**config.mk**
```make
export PLATFORM = sky130hd
export DESIGN_NAME = spi_coproc_ctrl
export DESIGN_NICKNAME = d
export VERILOG_FILES = /design/src/rtl/spi_coproc_ctrl.sv
export SDC_FILE = /design/constraint.sdc
export NUM_CORES = 1
export LEC_CHECK = 0
export ABC_AREA = 0
export CORE_AREA = 4 4 123 125
export CTS_CLUSTER_DIAMETER = 40
export CTS_CLUSTER_SIZE = 20
export DETAILED_ROUTE_END_ITERATION = 12
export DIE_AREA = 0 0 127 129
export HOLD_SLACK_MARGIN = 0.06
export PLACE_DENSITY = 0.75
export SLEW_MARGIN = 20
export SYNTH_ARGS = -nofsm -noshare
export SYNTH_HDL_FRONTEND = slang
export SYNTH_SLANG_ARGS = --single-unit
```
**constraint.sdc**
```tcl
create_clock -name clock -period 1.78 [get_ports clock]
set_input_delay 0.356 -clock clock [delete_from_list [all_inputs] [get_ports clock]]
set_output_delay 0.356 -clock clock [all_outputs]
set_load 0.03 [all_outputs]
```
**src/rtl/spi_coproc_ctrl.sv**
```systemverilog
// SPI master serving EXECUTE-stage coprocessor ops: 72-bit command out, result back in.
// Define SPI_CHECKSUM_EN to read an extra XOR checksum byte and flag mismatches on err.
module spi_coproc_ctrl #(
  parameter int unsigned CLK_DIV   = 2,
  parameter int unsigned TA_CYCLES = 1
) (
  input  logic        clock,
  input  logic        reset,
  input  logic        req,
  output logic        ready,
  input  logic [2:0]  opcode,
  input  logic [31:0] opa,
  input  logic [31:0] opb,
  input  logic [3:0]  addrIn,
  output logic [31:0] res,
  output logic [3:0]  addrOut,
  output logic        done,
  output logic        err,
  output logic        sclk,
  output logic        mosi,
  input  logic        miso,
  output logic        nssAlu,
  output logic        nssMul,
  output logic        nssBas
);

`ifdef SPI_CHECKSUM_EN
  localparam int unsigned RX_BITS = 40;
`else
  localparam int unsigned RX_BITS = 32;
`endif
  localparam int unsigned HcW = (CLK_DIV > 1) ? $clog2(CLK_DIV) : 1;
  localparam logic [HcW-1:0] HalfLastVal = HcW'(CLK_DIV - 1);
  localparam logic [6:0] TxLast  = 7'd71;
  localparam logic [6:0] RxLast  = 7'(RX_BITS - 1);
  localparam logic [6:0] GapLast = 7'(2 * TA_CYCLES - 1);

  typedef enum logic [2:0] {StIdle, StSetup, StTx, StGap, StRx, StHold, StDone} state_e;

  state_e               state;
  logic [HcW-1:0]       halfCnt;
  logic [6:0]           bitCnt;
  logic [71:0]          txShift;
  logic [RX_BITS-1:0]   rxShift;
  logic [3:0]           addrQ;
  logic [71:0]          frame;
  logic                 halfLast;

  assign frame    = {5'b0, opcode, opa, opb};
  assign halfLast = (halfCnt == HalfLastVal);

  always_ff @(posedge clock) begin
    if (reset) begin
      state   <= StIdle;
      ready   <= 1'b1;
      done    <= 1'b0;
      err     <= 1'b0;
      res     <= '0;
      addrOut <= '0;
      sclk    <= 1'b0;
      mosi    <= 1'b0;
      nssAlu  <= 1'b1;
      nssMul  <= 1'b1;
      nssBas  <= 1'b1;
      halfCnt <= '0;
      bitCnt  <= '0;
      txShift <= '0;
      rxShift <= '0;
      addrQ   <= '0;
    end else begin
      done <= 1'b0;
      if (state != StIdle) halfCnt <= halfLast ? '0 : halfCnt + 1'b1;
      case (state)
        StIdle: begin
          if (req && ready) begin
            // First bit goes out now so it is stable for a full half-period before sclk rises.
            mosi    <= frame[71];
            txShift <= {frame[70:0], 1'b0};
            addrQ   <= addrIn;
            ready   <= 1'b0;
            halfCnt <= '0;
            nssAlu  <= opcode[2];
            nssMul  <= !(opcode[2] && !opcode[1]);
            nssBas  <= !(opcode[2] && opcode[1]);
            state   <= StSetup;
          end
        end
        StSetup: begin
          if (halfLast) begin
            sclk   <= 1'b1;
            bitCnt <= '0;
            state  <= StTx;
          end
        end
        StTx: begin
          if (halfLast) begin
            if (sclk) begin
              sclk    <= 1'b0;
              mosi    <= (bitCnt == TxLast) ? 1'b0 : txShift[71];
              txShift <= {txShift[70:0], 1'b0};
            end else if (bitCnt == TxLast) begin
              bitCnt <= '0;
              if (TA_CYCLES == 0) begin
                sclk    <= 1'b1;
                rxShift <= {rxShift[RX_BITS-2:0], miso};
                state   <= StRx;
              end else begin
                state <= StGap;
              end
            end else begin
              sclk   <= 1'b1;
              bitCnt <= bitCnt + 7'd1;
            end
          end
        end
        StGap: begin
          // bitCnt counts half-periods here; the rise leaving GAP samples the first RX bit.
          if (halfLast) begin
            if (bitCnt == GapLast) begin
              bitCnt  <= '0;
              sclk    <= 1'b1;
              rxShift <= {rxShift[RX_BITS-2:0], miso};
              state   <= StRx;
            end else begin
              bitCnt <= bitCnt + 7'd1;
            end
          end
        end
        StRx: begin
          if (halfLast) begin
            if (sclk) begin
              sclk <= 1'b0;
            end else if (bitCnt == RxLast) begin
              state <= StHold;
            end else begin
              sclk    <= 1'b1;
              rxShift <= {rxShift[RX_BITS-2:0], miso};
              bitCnt  <= bitCnt + 7'd1;
            end
          end
        end
        StHold: begin
          if (halfLast) begin
            nssAlu <= 1'b1;
            nssMul <= 1'b1;
            nssBas <= 1'b1;
            state  <= StDone;
          end
        end
        StDone: begin
          done    <= 1'b1;
          ready   <= 1'b1;
          addrOut <= addrQ;
`ifdef SPI_CHECKSUM_EN
          res <= rxShift[39:8];
          err <= rxShift[7:0] !=
                 (rxShift[39:32] ^ rxShift[31:24] ^ rxShift[23:16] ^ rxShift[15:8]);
`else
          res <= rxShift;
          err <= 1'b0;
`endif
          state <= StIdle;
        end
        default: state <= StIdle;
      endcase
    end
  end

endmodule

```
==> run_results.csv <==
group,metric,value,unit
critical_path,critical_path_class,"reg -> reg",
power_and_ir_drop,p_clk_frac,0.316,
layout,drive_gt1_frac,0.1677,
detailed_routing,firstDrtPassIters,6,
detailed_routing,wirelength,15.55,mm
timing,max_freq,525.3,MHz
detailed_routing,drc,0,
detailed_routing,vias_per_cell,5.429,
global_route,gr-total-overflow,0,
cts,cts_tree,"built",
cts,holdBufCountCts,0,
power_and_ir_drop,p_int,7.862,mW
global_route,grt_max_degree,38,
power_and_ir_drop,peakVddDrop,0.0006990,V
outcome,violations,"negative setup slack",
critical_path,start_kind,"register",
global_route,grt_pass1_wl,24.27,mm
power_and_ir_drop,seqPwrFrac,0.395,
power_and_ir_drop,leakagePower,3.649,nW
power_and_ir_drop,power_frac_comb,0.289,
cts,cts_buffer_depth,2,
layout,area_growth,38.96,%
cts,htreeDepth,4,
logic_synthesis,syn_inst,651,
power_and_ir_drop,report.power.total,11.27,mW
logic_synthesis,synth_seq_cells,161,
detailed_routing,drt_iter0_drc,319,
logic_synthesis,ys_async_sr_fraction,0,
timing,worst_slack,-0.1238,ns
global_route,grtUsageMet3,0.03861,
place,dpl.hpwl,10.20,mm
cts,clk_pin_slew,0.06,ns
timing,timing.setup.tns,-1.811,ns
min_path,min_from,"reset",
power_and_ir_drop,p_sw,3.409,mW
place,routabilityCongestion,0.8356,
logic_synthesis,syn_area,6497,µm²
critical_path,startpoint,"bitCnt[1]$_SDFFE_PP0P_",
timing,post-route-period-util,1.070,
min_path,hp-class,"in -> reg",
timing,fin_crit,1.904,ns
outcome,status,"finished with violations",
logic_synthesis,dominantRegCellSynth,"dfxtp_1",
floorplan,dieArea,16380,µm²
floorplan,io_pins,119,
layout,stdcell_area,9029,µm²
detailed_routing,wl_per_cell,15.79,µm
logic_synthesis,synth-edff-count,0,
global_route,met2_usage,0.2989,
detailed_routing,ant_nets,0,
layout,postLayoutCoreUtil,0.6504,
floorplan,dieHeight,129,µm
power_and_ir_drop,power-per-cell-area,1248,nW/µm²
floorplan,initial_utilization,0.4681,
timing,maxSlewViolCount,0,
layout,antenna-diode-count,0,
layout,final_nets,869,
cts,cts.sinks,161,
floorplan,core_area,13880,µm²
logic_synthesis,syn_nets,728,
logic_synthesis,ys_types,49,
place,io_buffer_count,117,
logic_synthesis,synth_seq_area_share,0.4961,
global_route,grt_pass1_vias,5127,
timing,hold_viol,0,
global_route,grt_busiest_layer,"met2",
flow_run,maxCapViolations,0,
detailed_routing,via_count,5348,
logic_synthesis,synth_area_per_cell,9.981,µm²
cts,cts_made_buffers,17,
global_route,antenna_found_initial,0,
logic_synthesis,yosysWarnings,0,
critical_path,required,2.12,ns
floorplan,std_cell_rows,43,
critical_path,end_kind,"register",
critical_path,path_max_fanout,4,
critical_path,r2r_start,"bitCnt[1]$_SDFFE_PP0P_",
timing,rsz0062_at_grt,"true",
power_and_ir_drop,sw_frac_of_total,0.3025,
timing,finalSetupViolations,37,
cts,root_buffer,"clkbuf_16",
critical_path,cp.arrival,2.25,ns
global_route,grt_util_met1,0.2213,
floorplan,die_width,127,µm
global_route,grt_usage,0.1783,
cts,insertion_delay,0.42,ns
timing,fin_skew,0.009253,ns
place,place_area,8173,µm²
place,pre_cts_slack,-0.1724,ns
## synthesized netlist by cell type (4+ instances only)
cell type	instances	area [µm²]
dfxtp_1	161	3223
a21oi_1	11	55.05
clkbuf_1	24	90.09
a211oi_1	66	495.5
a31oi_1	8	50.05
a22o_1	36	315.3
nand2_1	19	71.32
nand3_1	16	80.08
o21ai_0	8	40.04
buf_6	4	45.04
nor2_1	111	416.7
buf_2	17	85.08
nand2b_1	6	37.54
nand3b_1	6	45.04
buf_4	9	67.56
mux2i_1	103	1031
## critical path, cell delays in order (launching register included)
cell      delay (ns)
dfxtp_2         0.33
inv_2           0.06
ha_4            0.11
or4b_4          0.49
buf_4           0.18
o311ai_4        0.21
a32o_2          0.25
a31oi_1         0.09
nor2_1          0.10
## per-stage QoR
step	instances	hold WS, ns
floorplan	651	0.4316
global placement	940	0.4389
detailed placement	940	0.4484
CTS	973	0.3504
global route	985	0.4036
finish	985	0.3775
## cells in the final DEF, fill, tap and decap left out, types with 7 or more instances in the layout
| cell type | synthesis | final |
|---|---|---|
| nor2_1 | 111 | 109 |
| dfxtp_1 | 161 | 156 |
| a22o_1 | 36 | 36 |
| clkbuf_16 | 0 | 21 |
| o21ai_0 | 8 | 7 |
| a21oi_1 | 11 | 11 |
| dlygate4sd2_1 | 0 | 41 |
| clkdlybuf4s50_1 | 0 | 74 |
| nand2_1 | 19 | 18 |
| mux2i_1 | 103 | 102 |
| a211oi_1 | 66 | 62 |
| buf_4 | 9 | 43 |
| buf_12 | 0 | 12 |
| nand3_1 | 16 | 10 |
## worst paths after layout
path	end	cells after the start	slack, ns
setup / recovery	state[1]$_SDFFE_PP0P_	8	-0.12
hold / removal	halfCnt$_SDFF_PP0_	2	0.38
setup reg to reg	state[1]$_SDFFE_PP0P_	8	-0.12
hold reg to reg	txShift[69]$_SDFFE_PP0P_	2	0.46
## power groups by stage
| stage | sequential (mW) | clock [mW] | combinational (mW) |
|---|---|---|---|
| detailed placement | 4.51 | 0 | 2.86 |
| global route | 4.51 | 3.76 | 3.55 |
| CTS | 4.44 | 3.62 | 2.88 |
| finish | 4.46 | 3.56 | 3.26 |
| global placement | 4.48 | 0 | 2.74 |
| floorplan | 4.45 | 0 | 1.93 |
## registers in the layout, summed over array words and instances, names as in the netlist, 3 cells and up
register  cells
addrOut       4
addrQ         4
bitCnt        7
res          32
rxShift      32
state         3
txShift      71
## cell families (layout without fill, tap and decap cells)
kind of cell | after synthesis | count (layout) | share of synthesized area
multiplexers | 103 | 103 | 0.1587
flip-flops | 161 | 161 | 0.4961
adder cells (fa/ha/maj) | 2 | 2 | 0.003851
AND/OR/NAND/NOR | 181 | 181 | 0.1254
buffers and inverters | 58 | 211 | 0.04660
AO/OA/AOI/OAI | 145 | 146 | 0.1689
other | 1 | 1 | 0.0005771
## repair_timing
| action | 4_1_cts | 5_1_grt |
|---|---|---|
| setup endpoints to repair | 83 | 108 |
| gates cloned | 0 | 5 |
| pin swaps | 4 | 17 |
| endpoints found under the hold margin | 0 | 0 |
| gates resized for setup | 49 | 30 |
| setup buffers | 1 | 7 |
## routing by layer
| layer | vias to the layer above | part of all wire |
|---|---|---|
| met3 | 20 | 0.043 |
| met1 | 2562 | 0.43 |
| met4 | 0 | 0.016 |
| li1 | 2650 | - |
| met2 | 116 | 0.51 |
| met5 | - | 0 |
## layout make-up
class	count	area (µm²)
clock buffers	21	450.4
clock inverters	11	131.4
fillers	1094	4852
inverters	4	15.01
multi-input cells	433	3201
flip-flops and latches	161	3232
well taps	180	225.2
repair buffers	175	1774
Note: power is estimated with default switching activity, not from simulation.
